--- src/rtl/pcm_mic_capture_ctrl.sv ---
// PDM microphone capture sequencer: divides clk into mic_clk, samples one PDM bit per period,
// boxcar-decimates DECIM bits into a PCM word and writes the words sequentially into the sample RAM.
//
// state  | meaning
// IDLE   | after reset, waiting for start
// RECORD | mic_clk running, words being written
// DONE   | stopped or RAM full, wr_addr frozen, waiting for start
module pcm_mic_capture_ctrl #(
  parameter int DIV_HALF = 20,
  parameter int DECIM    = 64,
  parameter int SAMPLE_W = 8,
  parameter int ADDR_W   = 15
) (
  input  logic                clk,
  input  logic                reset,
  input  logic                start,
  input  logic                stop,
  input  logic                mic_data,
  output logic                mic_clk,
  output logic                mic_lr,
  output logic                wr_en,
  output logic [ADDR_W-1:0]   wr_addr,
  output logic [SAMPLE_W-1:0] wr_data,
  output logic                busy,
  output logic                done,
  output logic                led
);

  localparam int DW = (DIV_HALF > 1) ? $clog2(DIV_HALF) : 1;
  localparam int BW = (DECIM > 1) ? $clog2(DECIM) : 1;
  localparam logic [DW-1:0]     DIV_LAST  = DW'(DIV_HALF - 1);
  localparam logic [BW-1:0]     BIT_LAST  = BW'(DECIM - 1);
  localparam logic [ADDR_W-1:0] ADDR_LAST = '1;

  typedef enum logic [1:0] {IDLE, RECORD, DONE} state_t;

  state_t              state, next_state;
  logic [DW-1:0]       div_cnt;
  logic [BW-1:0]       bit_cnt;
  logic [SAMPLE_W-1:0] acc;
  logic [SAMPLE_W-1:0] acc_next;

  assign acc_next = acc + SAMPLE_W'(mic_data);
  assign mic_lr   = 1'b0;

  always_ff @(posedge clk) begin
    if (reset) state <= IDLE;
    else       state <= next_state;
  end

  always_comb begin
    next_state = state;
    case (state)
      IDLE, DONE: if (start && !stop) next_state = RECORD;
      RECORD:     if (stop || (wr_en && wr_addr == ADDR_LAST)) next_state = DONE;
      default:    next_state = IDLE;
    endcase
  end

  always_comb begin
    busy = (state == RECORD);
    done = (state == DONE);
    led  = busy;
  end

  // Datapath keys off next_state so that leaving RECORD (stop or full) drops the partial word
  // and returns mic_clk to 0 in the very first DONE cycle.
  always_ff @(posedge clk) begin
    if (reset) begin
      div_cnt <= DIV_LAST;
      mic_clk <= 1'b0;
      acc     <= '0;
      bit_cnt <= '0;
      wr_en   <= 1'b0;
      wr_addr <= '0;
      wr_data <= '0;
    end else begin
      wr_en <= 1'b0;
      if (wr_en && wr_addr != ADDR_LAST) wr_addr <= wr_addr + 1'b1;
      if (state != RECORD && next_state == RECORD) begin
        div_cnt <= DIV_LAST;
        mic_clk <= 1'b0;
        acc     <= '0;
        bit_cnt <= '0;
        wr_addr <= '0;
      end else if (state == RECORD && next_state == RECORD) begin
        if (div_cnt == '0) begin
          div_cnt <= DIV_LAST;
          mic_clk <= ~mic_clk;
          if (mic_clk) begin
            if (bit_cnt == BIT_LAST) begin
              wr_data <= acc_next;
              wr_en   <= 1'b1;
              acc     <= '0;
              bit_cnt <= '0;
            end else begin
              acc     <= acc_next;
              bit_cnt <= bit_cnt + 1'b1;
            end
          end
        end else begin
          div_cnt <= div_cnt - 1'b1;
        end
      end else begin
        div_cnt <= DIV_LAST;
        mic_clk <= 1'b0;
        acc     <= '0;
        bit_cnt <= '0;
      end
    end
  end

endmodule

--- config.mk ---
export PLATFORM = sky130hd
export DESIGN_NAME = pcm_mic_capture_ctrl
export DESIGN_NICKNAME = d
export VERILOG_FILES = /design/src/rtl/pcm_mic_capture_ctrl.sv
export SDC_FILE = /design/constraint.sdc
export NUM_CORES = 1
export LEC_CHECK = 0
export CAP_MARGIN = 0
export CORE_MARGIN = 2
export CORE_UTILIZATION = 53
export DETAILED_ROUTE_END_ITERATION = 12
export PLACE_DENSITY = 0.79
export SLEW_MARGIN = 15
export SYNTH_ARGS = -nofsm -noshare
export SYNTH_HDL_FRONTEND = slang
export SYNTH_SLANG_ARGS = --single-unit
--- constraint.sdc ---
create_clock -name clk -period 2.3 [get_ports clk]
set_clock_uncertainty 0.1 [all_clocks]
set_input_delay 0.23 -clock clk [delete_from_list [all_inputs] [get_ports clk]]
set_output_delay 0.23 -clock clk [all_outputs]
set_load 0.005 [all_outputs]
==> flow_summary_export.csv, run 1 <==
group,metric,value,unit
final_layout,fillers,357,
power_and_ir_drop,p_leak,0.897,nW
critical_path,critPathLaunch,"wr_addr[0]$_SDFFE_PP0P_",
critical_path,cp_slowest_stage_delay,0.66,ns
routing,wl_per_cell,13.4,um
floorplan,dieArea,4610,um2
placed_design,hpwl,3150,um
power_and_ir_drop,switching_share,0.220,
global_routing,first_global_vias,1653,
final_layout,antennaDiodeCount,0,
floorplan,row_count,23,
global_routing,grt_overflow,0,
power_and_ir_drop,power_frac_seq,0.588,
routing,finalWirelength,4430,um
clocking,numCtsBuffers,5,
final_layout,area_delta_synth_final,21.6,%
clocking,post_cts_buffers,0,
logic_synthesis,yosys_warnings,0,
clocking,cts_hold_buffers,0,
sta,setup_viol,0,
sta,rsz0062_at_grt,"false",
clocking,ctsResizeCount,0,
logic_synthesis,synth-seq-cells,46,
power_and_ir_drop,comb_power_share,0.031,
logic_synthesis,synth_top_family_by_area,"simple AND/OR/NAND/NOR gates",
sta,fin_crit_sh,0.915,
logic_synthesis,yosysSeqAreaShare,0.426,
placed_design,routabilityCongestion,0.842,
routing,num_vias,1805,
final_layout,drive_gt1_frac,0.111,
final_layout,fin_cells,330,
power_and_ir_drop,p_per_area,517,nW/um2
worst_hold_path,hp-start,"div_cnt[0]$_SDFF_PP1_",
logic_synthesis,synthMuxAreaShare,0.0231,
critical_path,timing.rr.start,"wr_addr[0]$_SDFFE_PP0P_",
global_routing,grt_max_degree,17,
logic_synthesis,avgSynthCellArea,8.90,um2
routing,first_pass_iters,4,
logic_synthesis,synth_edf_count,0,
critical_path,critPathLaunchType,"flop",
global_routing,grt_pass1_wl,7380,um
global_routing,grtUsageTotal,0.213,
sta,fin_setup_tns,0,ns
floorplan,die-width,67.9,um
worst_hold_path,min_path_type,"flop to flop",
final_layout,register_area,921,um2
status,status,"complete, no violations",
critical_path,worstPathCellList,"ha_1, nand4_1, or4_1, nand2_1, xor2_1, nor2_1",
critical_path,crit_buf_inv,0,
floorplan,fp.dieH,67.9,um
routing,drc_errors,0,
floorplan,core-area,3970,um2
run,maxCapViolCount,0,
power_and_ir_drop,power_switching,0.300,mW
logic_synthesis,synthesis.area,2160,um2
critical_path,crit_slowest_cell,"or4_1",
clocking,htreeDepth,2,
logic_synthesis,synth_nets,253,
floorplan,start_util,0.544,
floorplan,io_pins,34,
critical_path,crit_arrival,2.20,ns
sta,fin_crit,2.10,ns
routing,viasPerCell,5.47,
routing,antenna_left,0,
logic_synthesis,synth_compound_area_frac,0.106,
logic_synthesis,yosys.area_share.xor_xnor,0.0810,
final_layout,multiInputGateArea,1160,um2
sta,drv_slew,0,
placed_design,placed_cells,322,
power_and_ir_drop,power_frac_clock,0.381,
final_layout,fin_util,0.662,
sta,hold_viol_final,0,
clocking,path_clk_slew,0.08,ns
power_and_ir_drop,p_int,1.06,mW
placed_design,numPortBuffers,32,
logic_synthesis,ys_types,46,
sta,fmax,475,MHz
clocking,root_buffer,"clkbuf_8",
logic_synthesis,syn_inst,243,
logic_synthesis,ys_async_sr_fraction,0,
critical_path,path_class,"flop to flop",
logic_synthesis,dominantRegCellSynth,"dfxtp_1",
clocking,clkLatencyLatePin,0.30,ns
critical_path,critPathMaxFanout,7,
power_and_ir_drop,p_total,1.36,mW
logic_synthesis,synth_simple_gate_area_share,0.296,
critical_path,end_kind,"flop",
critical_path,required,2.39,ns
global_routing,grt_antenna_before_repair,0,
power_and_ir_drop,vdd.ir_drop.worst,394,uV
logic_synthesis,synth_fa_ha_area_frac,0.0289,
routing,drt_iter0_markers,64,
final_layout,nets,289,
clocking,clockBufferDepth,2,
clocking,tritoncts,"yes",
critical_path,crit_family,"simple AND/OR/NAND/NOR gates",
clocking,clock-sinks,46,
[worst paths after layout]
path,endpoint,slack (ns),cells after the start
worst min register to register,div_cnt[0]$_SDFF_PP1_,0.30,1
worst max register to register,wr_addr[0]$_SDFFE_PP0P_,0.20,6
worst min-delay path,div_cnt[0]$_SDFF_PP1_,0.30,1
worst max-delay path,wr_addr[0]$_SDFFE_PP0P_,0.20,6
[registers in the layout (all words and copies together) (netlist names)]
signal,count
wr_addr,15
wr_en,1
wr_data,8
state,2
mic_clk,1
acc,8
bit_cnt,6
div_cnt,5
[worst reg2reg max path: cells and delay by family (launching register included)]
kind | cells | cell delay, ns
xor+xnor | 1 | 0.18
fa+ha+maj | 1 | 0.23
flops | 1 | 0.39
simple gates | 4 | 1.11
[stage by stage]
| stage | area [um2] | worst slack (ns) | hold WS, ns |
|---|---|---|---|
| floorplan | 2160 | 0.374 | 0.271 |
| global placement | 2530 | 0.285 | 0.282 |
| detailed placement | 2530 | 0.193 | 0.287 |
| CTS | 2630 | 0.176 | 0.307 |
| global route | 2630 | 0.0593 | 0.325 |
| finish | 2630 | 0.195 | 0.300 |
[Yosys cell counts (5+ instances only)]
| master | instances | area (um2) |
|---|---|---|
| nor3_1 | 7 | 35.0 |
| nand4_1 | 7 | 43.8 |
| nor2_1 | 39 | 146 |
| nand2_1 | 20 | 75.1 |
| xnor2_1 | 7 | 61.3 |
| a21oi_1 | 8 | 40.0 |
| a22oi_1 | 7 | 52.6 |
| and3_1 | 5 | 31.3 |
| mux2i_1 | 5 | 50.1 |
| nand3_1 | 14 | 70.1 |
| xor2_1 | 13 | 114 |
| ha_1 | 5 | 62.6 |
| inv_1 | 5 | 18.8 |
| dfxtp_1 | 46 | 921 |
| o21ai_0 | 5 | 25.0 |
[layout make-up]
class / count / area share
Sequential cell: 46 / 0.350
Clock inverter: 2 / 0.00476
Inverter: 5 / 0.00714
Multi-Input combinational cell: 182 / 0.441
Timing Repair Buffer: 39 / 0.142
Clock buffer: 6 / 0.0314
Tap cell: 50 / 0.0238
[kinds of logic (layout without fill, tap and decap cells)]
family / Yosys count / count (layout)
buf+inv: 15 / 52
compound gates: 32 / 32
xor+xnor: 20 / 20
simple gates: 119 / 119
other cells: 1 / 1
mux: 5 / 5
fa+ha+maj: 5 / 5
flops: 46 / 46
[cells in the final DEF (no fill, tap or decap), drive strengths merged, types with 8 or more instances in the layout]
cell and instances:
clkdlybuf4s50 32, nor2 40, a21oi 8, nor3 9
dfxtp 46, nand4 8, nand3 14, nand2 20
xor2 13
[power by group through the flow]
stage          sequential, mW  combinational, mW  clock [mW]
2_1_floorplan           0.817             0.0239           0
3_3_place_gp            0.817             0.0415           0
3_5_place_dp            0.818             0.0423           0
4_1_cts                 0.799             0.0428       0.524
5_1_grt                 0.799             0.0464       0.557
6_report                0.799             0.0425       0.518
[metal layers]
| layer | global-route usage | vias up | part of all wire |
|---|---|---|---|
| met1 | 0.278 | 846 | 0.47 |
| li1 | - | 912 | - |
| met2 | 0.341 | 37 | 0.46 |
| met5 | 0 | - | 0 |
| met4 | 0.0875 | 0 | 0.017 |
| met3 | 0.0461 | 10 | 0.049 |
Note: power is estimated with default switching activity, not from simulation.
==> inputs of run 2 (changes only) <==
--- a/config.mk
+++ b/config.mk
@@ -6,7 +6,6 @@
 export NUM_CORES = 1
 export LEC_CHECK = 0
 export CAP_MARGIN = 0
-export CORE_MARGIN = 2
 export CORE_UTILIZATION = 53
 export DETAILED_ROUTE_END_ITERATION = 12
 export PLACE_DENSITY = 0.79
==> constraint.sdc (replaced) <==
create_clock -name clk -period 2.3 [get_ports clk]
set_clock_uncertainty 0.1 [all_clocks]
set_input_delay 0.345 -clock clk [delete_from_list [all_inputs] [get_ports clk]]
set_output_delay 0.345 -clock clk [all_outputs]
set_load 0.005 [all_outputs]
==> flow_summary_export.csv, run 2 (synthesis gave the netlist of run 1 again) <==
group,metric,value,unit
final_layout,fillers,302,
critical_path,required,2.36,ns
worst_hold_path,hp-start,"div_cnt[0]$_SDFF_PP1_",
critical_path,timing.rr.start,"wr_addr[0]$_SDFFE_PP0P_",
final_layout,largest_reg_flops,15,
routing,finalWirelength,4150,um
floorplan,start_util,0.569,
sta,fin_crit,2.08,ns
routing,antenna_left,0,
routing,wl_per_cell,12.6,um
final_layout,layout_common_cells,"dfxtp_1, nor2_1, clkdlybuf4s50_1, nand2_1, nand3_1",
power_and_ir_drop,p_leak,0.903,nW
final_layout,multiInputGateArea,1160,um2
final_layout,area_delta_synth_final,21.7,%
critical_path,end_kind,"flop",
floorplan,io_pins,34,
global_routing,first_global_vias,1568,
critical_path,crit_arrival,2.14,ns
floorplan,core-area,3800,um2
global_routing,grt_antenna_before_repair,0,
final_layout,nets,290,
critical_path,r2r_cells,6,
power_and_ir_drop,switching_share,0.204,
clocking,path_clk_slew,0.08,ns
sta,setup_viol,0,
worst_hold_path,min_path_type,"flop to flop",
clocking,htreeDepth,2,
routing,drt_iter0_markers,95,
critical_path,r2r_slack,0.22,ns
placed_design,numPortBuffers,32,
clocking,numCtsBuffers,5,
final_layout,antennaDiodeCount,0,
floorplan,die-width,65.9,um
routing,drc_errors,0,
status,status,"complete, no violations",
worst_hold_path,holdPathStages,1,
sta,holdWs,0.303,ns
final_layout,register_area,921,um2
clocking,root_buffer,"clkbuf_8",
floorplan,fp.dieH,65.9,um
placed_design,hpwl,3060,um
run,maxCapViolCount,0,
clocking,cts_hold_buffers,0,
worst_hold_path,min_to,"div_cnt[0]$_SDFF_PP1_",
clocking,clockBufferDepth,2,
sta,fmax,480,MHz
power_and_ir_drop,power_frac_clock,0.369,
routing,first_pass_iters,4,
clocking,clock-sinks,46,
sta,hold_viol_final,0,
final_layout,largest-register,"wr_addr",
routing,num_vias,1759,
global_routing,grt_pass1_wl,6990,um
floorplan,dieArea,4340,um2
placed_design,routabilityCongestion,0.840,
critical_path,critPathMaxFanout,15,
clocking,post_cts_buffers,0,
power_and_ir_drop,power_frac_seq,0.600,
clocking,tritoncts,"yes",
sta,setup_slack,0.217,ns
sta,fin_setup_tns,0,ns
critical_path,critPathLaunchType,"flop",
final_layout,drive_gt1_frac,0.110,
power_and_ir_drop,power_switching,0.271,mW
global_routing,grt_overflow,0,
placed_design,preCtsSetupSlack,0.229,ns
clocking,ctsResizeCount,0,
power_and_ir_drop,p_int,1.06,mW
global_routing,grt_max_degree,17,
critical_path,path_class,"flop to flop",
power_and_ir_drop,comb_power_share,0.030,
clocking,clkLatencyLatePin,0.29,ns
sta,rsz0062_at_grt,"false",
sta,drv_slew,0,
routing,viasPerCell,5.35,
power_and_ir_drop,p_per_area,506,nW/um2
critical_path,rr_endpoint,"bit_cnt[3]$_SDFFE_PP0P_",
global_routing,grtUsageTotal,0.209,
final_layout,top_regs,"wr_addr: 15 flops, acc: 8 flops, wr_data: 8 flops",
power_and_ir_drop,p_total,1.33,mW
final_layout,final_common_cell,"dfxtp_1",
floorplan,row_count,22,
power_and_ir_drop,vdd.ir_drop.worst,460,uV
sta,fin_crit_sh,0.906,
run 2: cell types whose count changed in the layout (fill, tap and decap cells not counted), sizes merged:
cell,change
buf,+1
clkbuf,+1
clkinvlp,-1
run 2: worst max path at each step:
stage,startpoint,end,slack [ns],cells past startpoint
after floorplan,div_cnt[0]$_SDFF_PP1_,wr_data[6]$_SDFFE_PP0P_,0.37,8
after global placement,wr_addr[0]$_SDFFE_PP0P_,bit_cnt[3]$_SDFFE_PP0P_,0.26,6
after detailed placement,wr_addr[0]$_SDFFE_PP0P_,bit_cnt[3]$_SDFFE_PP0P_,0.23,6
after CTS,wr_addr[0]$_SDFFE_PP0P_,bit_cnt[3]$_SDFFE_PP0P_,0.21,6
after global routing,wr_addr[0]$_SDFFE_PP0P_,bit_cnt[3]$_SDFFE_PP0P_,0.03,6
final,wr_addr[0]$_SDFFE_PP0P_,bit_cnt[3]$_SDFFE_PP0P_,0.22,6
run 2: power by group through the flow:
| stage | clock (mW) | sequential, mW | combinational, mW |
|---|---|---|---|
| 2_1_floorplan | 0 | 0.817 | 0.0239 |
| 6_report | 0.492 | 0.799 | 0.0406 |
| 3_5_place_dp | 0 | 0.818 | 0.0405 |
| 4_1_cts | 0.505 | 0.799 | 0.0405 |
| 3_3_place_gp | 0 | 0.818 | 0.0400 |
| 5_1_grt | 0.542 | 0.800 | 0.0444 |
run 2: final cells by class:
cell class / instances / area share
clock buffer: 7 / 0.0328
clock inverter: 1 / 0.00190
inverter: 5 / 0.00713
multi-input combinational: 182 / 0.441
sequential: 46 / 0.350
tap: 48 / 0.0228
timing repair buffer: 40 / 0.145
run 2: stage by stage:
step,area [um2],utilization,cells
final,2630,0.693,329
after global routing,2630,0.693,329
after CTS,2630,0.693,329
after detailed placement,2540,0.669,321
after global placement,2540,0.669,321
after floorplan,2160,-,243
run 2: layer usage:
metal	global-route usage	up-vias	share of wire
met2	0.305	41	0.43
met5	0	-	0
li1	-	913	-
met1	0.302	800	0.51
met3	0.0414	5	0.049
met4	0.0761	0	0.010
run 2: worst max-delay path, stage by stage (launching register included):
cell and delay (ns):
dfxtp_1 0.39, ha_1 0.23, nand4_1 0.21, nor4_2 0.46, or3b_1 0.26, buf_4 0.24, a311oi_1 0.07
==> inputs of run 3 (changes only) <==
--- a/config.mk
+++ b/config.mk
@@ -6,6 +6,7 @@
 export NUM_CORES = 1
 export LEC_CHECK = 0
 export CAP_MARGIN = 0
+export CORE_ASPECT_RATIO = 0.7
 export CORE_UTILIZATION = 53
 export DETAILED_ROUTE_END_ITERATION = 12
 export PLACE_DENSITY = 0.79
==> flow_summary_export.csv, run 3 (synthesis gave the netlist of run 1 again) <==
group,metric,value,unit
floorplan,dieArea,4340,um2
placed_design,routabilityCongestion,0.814,
final_layout,antennaDiodeCount,0,
clocking,post_cts_buffers,0,
floorplan,start_util,0.551,
power_and_ir_drop,p_total,1.58,mW
sta,fin_crit_sh,0.937,
sta,fin_setup_tns,0,ns
clocking,tritoncts,"yes",
clocking,clockBufferDepth,2,
power_and_ir_drop,vdd.ir_drop.worst,364,uV
placed_design,numPortBuffers,32,
final_layout,layout_common_cells,"dfxtp_1, nor2_1, clkdlybuf4s50_1, nand2_1, nand3_1",
clocking,clkLatencyLatePin,0.30,ns
floorplan,fp.dieH,55.4,um
clocking,path_clk_slew,0.08,ns
routing,viasPerCell,5.48,
routing,num_vias,1841,
sta,hold_viol_final,0,
routing,antenna_left,0,
sta,drv_slew,0,
worst_hold_path,min_path_type,"flop to flop",
critical_path,crit_arrival,2.25,ns
power_and_ir_drop,comb_power_share,0.026,
critical_path,crit_end,"wr_addr[0]$_SDFFE_PP0P_",
critical_path,r2r_cells,6,
status,status,"complete, but fails checks",
clocking,numCtsBuffers,5,
global_routing,grtUsageTotal,0.224,
final_layout,fin_util,0.691,
final_layout,area_delta_synth_final,25.3,%
floorplan,die-width,78.3,um
global_routing,grt_max_degree,17,
power_and_ir_drop,power_frac_seq,0.505,
final_layout,drive_gt1_frac,0.123,
status,failed_checks,"DRC",
critical_path,timing.rr.start,"wr_addr[0]$_SDFFE_PP0P_",
global_routing,grt_antenna_before_repair,0,
final_layout,nets,293,
sta,setup_viol,0,
global_routing,first_global_vias,1597,
sta,fmax,464,MHz
routing,wl_per_cell,13.4,um
critical_path,rr_endpoint,"wr_addr[0]$_SDFFE_PP0P_",
routing,finalWirelength,4510,um
clocking,ctsResizeCount,0,
power_and_ir_drop,switching_share,0.190,
floorplan,core-area,3920,um2
critical_path,required,2.39,ns
worst_hold_path,holdPathStages,1,
power_and_ir_drop,p_per_area,583,nW/um2
clocking,cts_hold_buffers,0,
routing,drc_errors,2,
critical_path,end_kind,"flop",
clocking,htreeDepth,2,
routing,drt_iter0_markers,126,
clocking,clock-sinks,46,
sta,fin_crit,2.16,ns
final_layout,final_common_cell,"dfxtp_1",
power_and_ir_drop,p_int,1.28,mW
power_and_ir_drop,power_frac_clock,0.469,
sta,rsz0062_at_grt,"true",
power_and_ir_drop,power_switching,0.300,mW
floorplan,io_pins,34,
placed_design,hpwl,3250,um
final_layout,top_regs,"wr_addr: 15 flops, acc: 8 flops, wr_data: 8 flops",
critical_path,critPathMaxFanout,7,
critical_path,path_class,"flop to flop",
final_layout,largest_reg_flops,15,
critical_path,r2r_slack,0.14,ns
run,maxCapViolCount,0,
critical_path,critPathLaunchType,"flop",
floorplan,row_count,19,
power_and_ir_drop,p_leak,0.944,nW
routing,first_pass_iters,10,
final_layout,largest-register,"wr_addr",
global_routing,grt_pass1_wl,7420,um
critical_path,critPathLaunch,"wr_addr[0]$_SDFFE_PP0P_",
clocking,root_buffer,"clkbuf_8",
global_routing,grt_overflow,0,
[run 3: cell count changes in the layout (fill, tap and decap cells not counted), sizes merged]
cell    previous run  this run
bufinv             0         2
buf                8        11
clkinv             1         0
clkbuf             7         6
[run 3: per-layer routing]
metal	track usage	vias to the layer above	routed length, um
li1	-	922	-
met5	0	-	0
met2	0.318	57	1880
met1	0.319	854	2320
met3	0.0777	8	242
met4	0.0661	0	70
[run 3: how the worst min path moves through the flow]
| stage | startpoint | to | slack [ns] |
|---|---|---|---|
| floorplan | div_cnt[0]$_SDFF_PP1_ | div_cnt[0]$_SDFF_PP1_ | 0.27 |
| detailed placement | div_cnt[0]$_SDFF_PP1_ | div_cnt[0]$_SDFF_PP1_ | 0.29 |
| global route | div_cnt[0]$_SDFF_PP1_ | div_cnt[0]$_SDFF_PP1_ | 0.33 |
| global placement | div_cnt[0]$_SDFF_PP1_ | div_cnt[0]$_SDFF_PP1_ | 0.29 |
| CTS | div_cnt[0]$_SDFF_PP1_ | div_cnt[0]$_SDFF_PP1_ | 0.31 |
| finish | div_cnt[0]$_SDFF_PP1_ | div_cnt[0]$_SDFF_PP1_ | 0.31 |
[run 3: stage by stage]
| step | hold slack [ns] | setup WS, ns | cell area (um2) | instances |
|---|---|---|---|---|
| final | 0.305 | 0.145 | 2710 | 336 |
| after global routing | 0.326 | -0.0482 | 2710 | 336 |
| after CTS | 0.307 | 0.146 | 2690 | 333 |
| after detailed placement | 0.288 | 0.165 | 2540 | 325 |
| after global placement | 0.286 | 0.242 | 2540 | 325 |
| after floorplan | 0.271 | 0.374 | 2160 | 243 |
[run 3: cell type report]
class	instances	area, um2
Clock buffer	6	82.6
Inverter	5	18.8
Fill cell	318	1210
Sequential cell	46	921
Timing Repair Buffer	43	403
Multi-Input combinational cell	182	1160
Clock inverter	2	60.1
Tap cell	52	65.1
[run 3: power groups by stage]
| stage | sequential (mW) | combinational [mW] | clock [mW] |
|---|---|---|---|
| floorplan | 0.817 | 0.0239 | 0 |
| global placement | 0.817 | 0.0405 | 0 |
| detailed placement | 0.818 | 0.0408 | 0 |
| CTS | 0.799 | 0.0409 | 0.752 |
| global route | 0.799 | 0.0450 | 0.787 |
| finish | 0.799 | 0.0408 | 0.741 |
[run 3: worst max-delay path, stage by stage, from the launching register on]
cell	delay, ns
dfxtp_1	0.40
ha_1	0.25
nand4_1	0.22
or4_1	0.69
nand2_1	0.18
xor2_1	0.15
nor2_1	0.06
